**config.mk**
```make
export PLATFORM = sky130hd
export DESIGN_NAME = instr_fetch_decode
export DESIGN_NICKNAME = d
export VERILOG_FILES = /design/src/rtl/instr_fetch_decode.sv
export SDC_FILE = /design/constraint.sdc
export NUM_CORES = 1
export LEC_CHECK = 0
export ABC_AREA = 1
export CORE_MARGIN = 8
export CORE_UTILIZATION = 40
export DETAILED_ROUTE_END_ITERATION = 10
export GPL_TIMING_DRIVEN = 0
export HOLD_SLACK_MARGIN = 0.12
export PLACE_DENSITY = 0.63
export SYNTH_ARGS = -nofsm -noshare
export SYNTH_HDL_FRONTEND = slang
export SYNTH_SLANG_ARGS = --single-unit
```
**constraint.sdc**
```tcl
create_clock -name CLK -period 10.45 [get_ports CLK]
set_input_delay 2.6125 -clock CLK [delete_from_list [all_inputs] [get_ports CLK]]
set_output_delay 2.6125 -clock CLK [all_outputs]
set_load 0.005 [all_outputs]
```
**src/rtl/instr_fetch_decode.sv**
```systemverilog
// -----------------------------------------------------------------------------
// instr_fetch_decode
//
// Instruction fetch front end with a 2-entry decode buffer. It issues
// word-aligned fetch requests, captures acknowledged instruction words together
// with their address and immediate-extender select, and presents the oldest
// entry to the downstream stage through a valid/ready handshake. A redirect
// (taken branch/jump) flushes the buffer and restarts fetch at a new target.
//
// Ports
//   CLK              rising-edge clock
//   Reset            asynchronous active-high reset
//   imem_req         fetch request, held until acknowledged
//   imem_addr[31:0]  word-aligned fetch address
//   imem_ack         request accepted; imem_rdata valid this cycle
//   imem_rdata[31:0] fetched instruction word
//   redirect_valid   branch/jump taken: flush and refetch
//   redirect_pc      new fetch target (bits [1:0] ignored)
//   out_valid        head instruction available
//   out_ready        downstream accepts head
//   out_instr        head instruction word (0 when empty)
//   out_pc           head instruction address (0 when empty)
//   out_imm[24:0]    out_instr[31:7], feeds the extender imm port
//   out_extsel[2:0]  extender select for the head instruction
//   out_illegal      head opcode is not in the supported set
// -----------------------------------------------------------------------------
module instr_fetch_decode #(
  parameter logic [31:0] PC_RESET = 32'h0000_0000
) (
  input  logic        CLK,
  input  logic        Reset,
  output logic        imem_req,
  output logic [31:0] imem_addr,
  input  logic        imem_ack,
  input  logic [31:0] imem_rdata,
  input  logic        redirect_valid,
  input  logic [31:0] redirect_pc,
  output logic        out_valid,
  input  logic        out_ready,
  output logic [31:0] out_instr,
  output logic [31:0] out_pc,
  output logic [24:0] out_imm,
  output logic [2:0]  out_extsel,
  output logic        out_illegal
);

  // Supported opcodes (instr[6:0]).
  localparam logic [6:0] OP_LOAD   = 7'b0000011;
  localparam logic [6:0] OP_JALR   = 7'b1100111;
  localparam logic [6:0] OP_IMM    = 7'b0010011;
  localparam logic [6:0] OP_STORE  = 7'b0100011;
  localparam logic [6:0] OP_BRANCH = 7'b1100011;
  localparam logic [6:0] OP_LUI    = 7'b0110111;
  localparam logic [6:0] OP_AUIPC  = 7'b0010111;
  localparam logic [6:0] OP_JAL    = 7'b1101111;
  localparam logic [6:0] OP_REG    = 7'b0110011;

  // Extender select encodings.
  localparam logic [2:0] EXT_I  = 3'b000;
  localparam logic [2:0] EXT_S  = 3'b001;
  localparam logic [2:0] EXT_SB = 3'b010;
  localparam logic [2:0] EXT_U  = 3'b011;
  localparam logic [2:0] EXT_UJ = 3'b100;
  localparam logic [2:0] EXT_SH = 3'b101;

  typedef struct packed {
    logic [31:0] instr;
    logic [31:0] pc;
    logic [2:0]  extsel;
    logic        illegal;
  } entry_t;

  logic [31:0] r_pc;          // fetch PC
  logic [1:0]  r_count;       // buffer occupancy, 0..2
  logic        r_redirect_d;  // a redirect happened last cycle
  entry_t      r_fifo [2];    // [0] is always the head

  logic   w_push;
  logic   w_pop;
  entry_t w_new;
  entry_t w_head;

  // Fetch is suppressed while full, during and one cycle after any redirect,
  // and while Reset is held (combinational so it drops without a clock edge).
  assign imem_req  = !Reset && (r_count != 2'd2) && !redirect_valid && !r_redirect_d;
  assign imem_addr = r_pc;

  // imem_req already excludes redirect, so a coincident ack is discarded.
  assign w_push = imem_req && imem_ack;
  assign w_pop  = out_valid && out_ready && !redirect_valid;

  // Decode of the incoming word.
  // NOTE: every always_comb output gets a default first, so no path can leave
  // it unassigned and infer a latch.
  always_comb begin
    w_new.instr   = imem_rdata;
    w_new.pc      = r_pc;
    w_new.extsel  = EXT_I;
    w_new.illegal = 1'b0;
    case (imem_rdata[6:0])
      OP_LOAD, OP_JALR, OP_REG: w_new.extsel = EXT_I;
      OP_IMM: begin
        // Shift-immediate forms (funct3 001 / 101) use the shamt extender.
        if (imem_rdata[13:12] == 2'b01) w_new.extsel = EXT_SH;
      end
      OP_STORE:        w_new.extsel = EXT_S;
      OP_BRANCH:       w_new.extsel = EXT_SB;
      OP_LUI, OP_AUIPC: w_new.extsel = EXT_U;
      OP_JAL:          w_new.extsel = EXT_UJ;
      default:         w_new.illegal = 1'b1;
    endcase
  end

  // Control state: fetch PC, occupancy, redirect history.
  // NOTE: sequential state uses non-blocking assignments so every flop samples
  // the pre-edge values regardless of statement order.
  always_ff @(posedge CLK or posedge Reset) begin
    if (Reset) begin
      r_pc         <= PC_RESET;
      r_count      <= 2'd0;
      r_redirect_d <= 1'b0;
    end else begin
      r_redirect_d <= redirect_valid;
      if (redirect_valid) begin
        // Redirect wins over push, pop and PC increment.
        r_count <= 2'd0;
        r_pc    <= redirect_pc & 32'hFFFF_FFFC;
      end else begin
        if (w_push) r_pc <= r_pc + 32'd4;
        case ({w_push, w_pop})
          2'b10:   r_count <= r_count + 2'd1;
          2'b01:   r_count <= r_count - 2'd1;
          default: r_count <= r_count;
        endcase
      end
    end
  end

  // Buffer storage. Entry 0 is the head; a pop shifts entry 1 down.
  // Push+pop together can only happen at count 1 (push needs count<2, pop
  // needs count>0), so the new word lands straight in the head.
  // NOTE: storage is deliberately not reset; r_count qualifies every entry
  // and the outputs are forced to zero when the buffer is empty.
  always_ff @(posedge CLK) begin
    if (w_pop && w_push) begin
      r_fifo[0] <= w_new;
    end else if (w_pop) begin
      r_fifo[0] <= r_fifo[1];
    end else if (w_push) begin
      r_fifo[r_count[0]] <= w_new;
    end
  end

  assign out_valid = (r_count != 2'd0);
  assign w_head    = out_valid ? r_fifo[0] : '0;

  assign out_instr   = w_head.instr;
  assign out_pc      = w_head.pc;
  assign out_extsel  = w_head.extsel;
  assign out_illegal = w_head.illegal;
  assign out_imm     = w_head.instr[31:7];

endmodule

```
==> results of run 1 <==
[worst max-delay path by stage]
stage / startpoint / endpoint / cells after the start
2_1_floorplan: redirect_valid / r_fifo[0][0]$_DFFE_PP_ / 4
3_3_place_gp: redirect_valid / r_fifo[0][29]$_DFFE_PP_ / 5
3_5_place_dp: redirect_valid / imem_req / 6
4_1_cts: redirect_valid / imem_req / 6
5_1_grt: redirect_valid / imem_req / 6
6_report: redirect_valid / imem_req / 6
[routing by layer]
metal | part of all wire (%) | GRT usage (%)
met5 | 0 | 0
met4 | 1.5 | 5.79
met3 | 7.4 | 4.94
met2 | 46 | 28.0
met1 | 45 | 23.3
[critical path: stages]
cell	delay, ps
clkdlybuf4s50_1	480
buf_2	240
nor2_4	160
nand2_1	60
nor2_1	120
clkdlybuf4s50_1	580
[sequential cells by signal (all words and copies together) (netlist names)]
register      cells
r_count           2
r_fifo          136
imem_addr        30
r_redirect_d      1
[metrics by stage]
stage / utilization, % / std cells / setup WS [ps] / total power [W] / cell area [um2]
after floorplan: - / 938 / 2000 / 0.000882 / 8210
after detailed placement: 52.7 / 1405 / 3580 / 0.000999 / 10600
after global routing: 55.6 / 1437 / 3540 / 0.00167 / 11200
after CTS: 55.6 / 1437 / 3580 / 0.00162 / 11200
final: 55.6 / 1437 / 3580 / 0.00161 / 11200
after global placement: 51.9 / 1399 / -1740 / 0.000995 / 10500
[cell type report]
cell class	count	share of cell area (%)
Buffer	57	3.31
Clock buffer	17	3.79
Clock inverter	15	1.43
Inverter	139	4.65
Multi-Input combinational cell	573	21.7
Sequential cell	169	43.8
Tap cell	270	3.01
Timing Repair Buffer	197	18.4
[power breakdown]
part	internal (W)	switching, W	total, W
sequential	0.000757	0.0000231	0.000780
combinational	0.000102	0.000102	0.000203
clock	0.000338	0.000289	0.000627
total	0.00120	0.000414	0.00161
[logic make-up (layout without fill, tap and decap cells)]
logic type / Yosys count / after routing / synth area share (%)
other cells: 1 / 2 / 0.0457
fa+ha+maj: 1 / 1 / 0.152
simple gates: 492 / 492 / 23.7
xor+xnor: 9 / 9 / 0.960
flops: 169 / 169 / 59.8
compound gates: 69 / 69 / 4.48
buf+inv: 196 / 425 / 10.9
[layout by cell type (no fill, tap or decap), types with 2 or more instances in the layout]
| cell | instances |
|---|---|
| buf_1 | 5 |
| conb_1 | 2 |
| a31oi_1 | 2 |
| o21ai_0 | 41 |
| o21ai_1 | 15 |
| dfrtp_1 | 33 |
| inv_6 | 4 |
| nor2_2 | 2 |
| nand2_2 | 2 |
| nand3_1 | 31 |
| buf_16 | 4 |
| inv_1 | 134 |
| clkbuf_1 | 4 |
| inv_8 | 3 |
| clkdlybuf4s50_1 | 191 |
| xnor2_1 | 2 |
| nor3_1 | 2 |
| a21oi_1 | 2 |
| xor2_1 | 7 |
| nand4_1 | 5 |
| inv_2 | 4 |
| buf_12 | 2 |
| nor2_4 | 3 |
| buf_6 | 4 |
| buf_4 | 29 |
| clkinvlp_4 | 3 |
| nand2_1 | 316 |
| edfxtp_1 | 136 |
| clkbuf_16 | 17 |
| o211ai_1 | 8 |
| clkinv_4 | 2 |
| nor2_1 | 130 |
| buf_2 | 15 |
==> out/results.txt, run 1 <==
final WL - 22,400 um
worst r2r path cells - 7
final net count - 1,224
Post CTS Setup Buffer Count - 0
hold slack - 541 ps
Routed wire per std cell - 15.6 um
fraction of layout cells with a size suffix above 1 - 8.48%
clk slew on worst S/H paths - 70 ps
initial core utilization - 40.7%
synth unique cells - 28
Slew headroom - 54.4%
worst-margin pin slew - 681 ps
critical path capture point type - output port
Tot GR Track Use - 17.7%
DR vias/cell - 4.60
register area - 0.00491 mm2
Port Buffers - 191
FF-to-FF End - r_fifo[0][60]$_DFFE_PP_
Tcrit/Tclk final - 65.7%
critical path class - in -> out
Final Wtd Congestion - 0.875
reg2reg start - r_count[0]$_DFFE_PP0P_
Iter 0 DRT Violations - 476
Final Max Tran Viols - 0
Max clock buf depth - 2
hold depth - 2
H-Tree Depth - 4
Fillers - 1,857
row count - 52
setup tns final - 0 ps
Startpoint Class - input port
clock sinks - 169
Post-Syn Instances - 937
Post-DRT Antenna Nets - 0
Leak - 4.75 nW
Min-Delay Path Class - reg -> reg
max_cap viols - 0
Congestion Overflow GR - 0
Final Hold Vio Count - 0
CTS tree - done
YS warnings - 0
P per Cell Area - 144 mW/mm2
Yosys top cell area share - 49.7%
CP Data Arrival Time - 4260 ps
Synth Flop Type - edfxtp_1
Core Area - 0.0202 mm2
final setup fails - 0
Peak Freq - 146 MHz
Hold-fix buffers, CTS - 0
n_diodes - 0
crit path max fanout - 7
count leader, synth - nand2_1
via count - 6,610
Final Critical Period - 6870 ps
IO Count - 196
asr flop ratio synth - 19.5%
post-synth design cell area - 0.00821 mm2
Inserted Clock Buffers - 17
multi-input logic area - 0.00243 mm2
vias in the first global route - 6,499
synth top area cells - edfxtp_1 50%, nand2_1 14%, dfrtp_1 10%
post-cts sizing count - 0
DR pass1 iterations - 5
Synth Area per Inst - 8.76 um2
die area - 0.0254 mm2
Post-DP HPWL - 17,000 um
hold-critical path endpoint - r_fifo[1][45]$_DFFE_PP_
Post-synth EDFFs - 136
initial antenna violation count - 0
sequential-to-total area share from yosys stat - 59.8%
hold wc startpoint - r_fifo[1][45]$_DFFE_PP_
die width - 159 um
Required @ worst endpoint - 7840 ps
r2r setup slk - 8240 ps
Commonest cells post-synth - 316 x nand2_1, 136 x edfxtp_1, 134 x inv_1, 131 x nor2_1, 42 x o21ai_0
peak supply drop - 0.118 mV
DRC violations left - 0
Worst Skew - 9.37 ps
Root Driver - clkbuf_16
RSZ-0062 raised after global routing - false
clock latency on the worst-skew pair - 430 ps
first-pass GRT wire length - 35,600 um
largest net degree at the start of global routing - 29
status - complete, no violations
Yosys reg bits - 169
Die Ht - 159 um
Area Overhead vs Synth - 36.6%
leading area contributor after synthesis - edfxtp_1
No activity file was read; power rests on OpenSTA's default activity.
==> inputs of run 2 (changes only) <==
==> constraint.sdc (replaced) <==
create_clock -name CLK -period 7 [get_ports CLK]
set_input_delay 1.75 -clock CLK [delete_from_list [all_inputs] [get_ports CLK]]
set_output_delay 1.75 -clock CLK [all_outputs]
set_load 0.005 [all_outputs]
==> out/results.txt, run 2 (synthesis results as in run 1) <==
status - complete, no violations
reg2reg start - r_count[0]$_DFFE_PP0P_
Tcrit/Tclk final - 73.5%
clock latency on the worst-skew pair - 430 ps
Placed Instance Area - 0.0106 mm2
clk slew on worst S/H paths - 70 ps
Leak - 4.73 nW
FF-to-FF End - r_fifo[1][37]$_DFFE_PP_
final setup fails - 0
initial antenna violation count - 1
RSZ-0062 raised after global routing - false
vias in the first global route - 6,586
Routed wire per std cell - 15.7 um
hold slack - 539 ps
Root Driver - clkbuf_16
first-pass GRT wire length - 36,000 um
Startpoint Class - input port
r2r setup slk - 4520 ps
worst r2r path cells - 8
most frequent cells in the layout - 316 x nand2_1, 191 x clkdlybuf4s50_1, 136 x edfxtp_1
Tot GR Track Use - 17.9%
Slew headroom - 37.3%
row count - 52
clock sinks - 169
Post-DRT Antenna Nets - 0
Required @ worst endpoint - 5250 ps
Worst Skew - 10.5 ps
max reg flops - 136
Setup crit end - imem_req
post-route insts no fill - 1,437
Post CTS Setup Buffer Count - 0
Congestion Overflow GR - 0
DRC violations left - 0
CTS tree - done
critical path capture point type - output port
die area - 0.0254 mm2
final WL - 22,500 um
Min-Delay Path Class - reg -> reg
post-cts sizing count - 0
Die Ht - 159 um
via count - 6,643
max_cap viols - 0
final core occ - 55.4%
peak supply drop - 0.174 mV
initial core utilization - 40.7%
crit path max fanout - 7
worst-margin pin slew - 937 ps
CP Data Arrival Time - 3400 ps
overall power - 0.00240 W
CP Launch Point - redirect_valid
Port Buffers - 191
Final Wtd Congestion - 0.871
IO Count - 196
Area Overhead vs Synth - 36.1%
Hold-fix buffers, CTS - 0
Final Max Tran Viols - 0
Max clock buf depth - 2
Post-DP HPWL - 17,000 um
Final Instance Area - 0.0112 mm2
final net count - 1,223
fraction of layout cells with a size suffix above 1 - 8.15%
Peak Freq - 194 MHz
largest net degree at the start of global routing - 28
most common cell after layout, fill and taps aside - nand2_1
Top reg by flops - r_fifo
die width - 159 um
Final Critical Period - 5150 ps
Final Hold Vio Count - 0
P per Cell Area - 215 mW/mm2
H-Tree Depth - 4
Inserted Clock Buffers - 17
critical path class - in -> out
DR pass1 iterations - 5
dpl cells - 1,404
Iter 0 DRT Violations - 480
Core Area - 0.0202 mm2
DR vias/cell - 4.62
==> run 2: how the worst min path moves through the flow <==
stage / start / end / slack, ps / cells after the start
finish: r_fifo[1][22]$_DFFE_PP_ / r_fifo[1][22]$_DFFE_PP_ / 540 / 2
global route: r_fifo[1][44]$_DFFE_PP_ / r_fifo[1][44]$_DFFE_PP_ / 570 / 2
CTS: r_fifo[1][7]$_DFFE_PP_ / r_fifo[1][7]$_DFFE_PP_ / 540 / 2
detailed placement: r_fifo[1][7]$_DFFE_PP_ / r_fifo[0][7]$_DFFE_PP_ / 530 / 2
global placement: r_fifo[1][59]$_DFFE_PP_ / r_fifo[0][59]$_DFFE_PP_ / 520 / 2
floorplan: r_fifo[1][10]$_DFFE_PP_ / r_fifo[0][10]$_DFFE_PP_ / 500 / 2
==> run 2: cell type report <==
| type | count | area [um2] |
|---|---|---|
| Inverter | 139 | 522 |
| Tap cell | 270 | 338 |
| Fill cell | 1843 | 8990 |
| Sequential cell | 169 | 4910 |
| Buffer | 57 | 372 |
| Multi-Input combinational cell | 573 | 2430 |
| Timing Repair Buffer | 196 | 2030 |
| Clock buffer | 18 | 429 |
| Antenna cell | 1 | 2.50 |
| Clock inverter | 14 | 146 |
==> run 2: routing by layer <==
metal	GRT usage, %	vias up	share of wire [%]	routed length (um)
li1	-	3347	-	-
met1	23.2	3038	45	10200
met4	7.16	0	2.8	620
met3	5.04	36	7.1	1600
met2	28.0	222	45	10100
met5	0	-	0	0
==> run 2: where the power goes <==
part,switching (W),total (W),internal (W)
registers,0.0000354,0.00117,0.00113
logic,0.000152,0.000302,0.000150
clock network,0.000406,0.000934,0.000528
total,0.000593,0.00240,0.00181
==> run 2: worst max-delay path, stage by stage <==
cell and delay [ps]:
clkdlybuf4s50_1 480, buf_2 230, nor2_4 150, nand2_1 70, nor2_1 140, clkdlybuf4s50_1 590
==> run 2: per-stage QoR <==
step	setup slack, ps	TNS (ps)
6_report	1850	0
5_1_grt	1780	0
2_1_floorplan	1250	0
4_1_cts	1820	0
3_3_place_gp	-1280	-153990
3_5_place_dp	1830	0
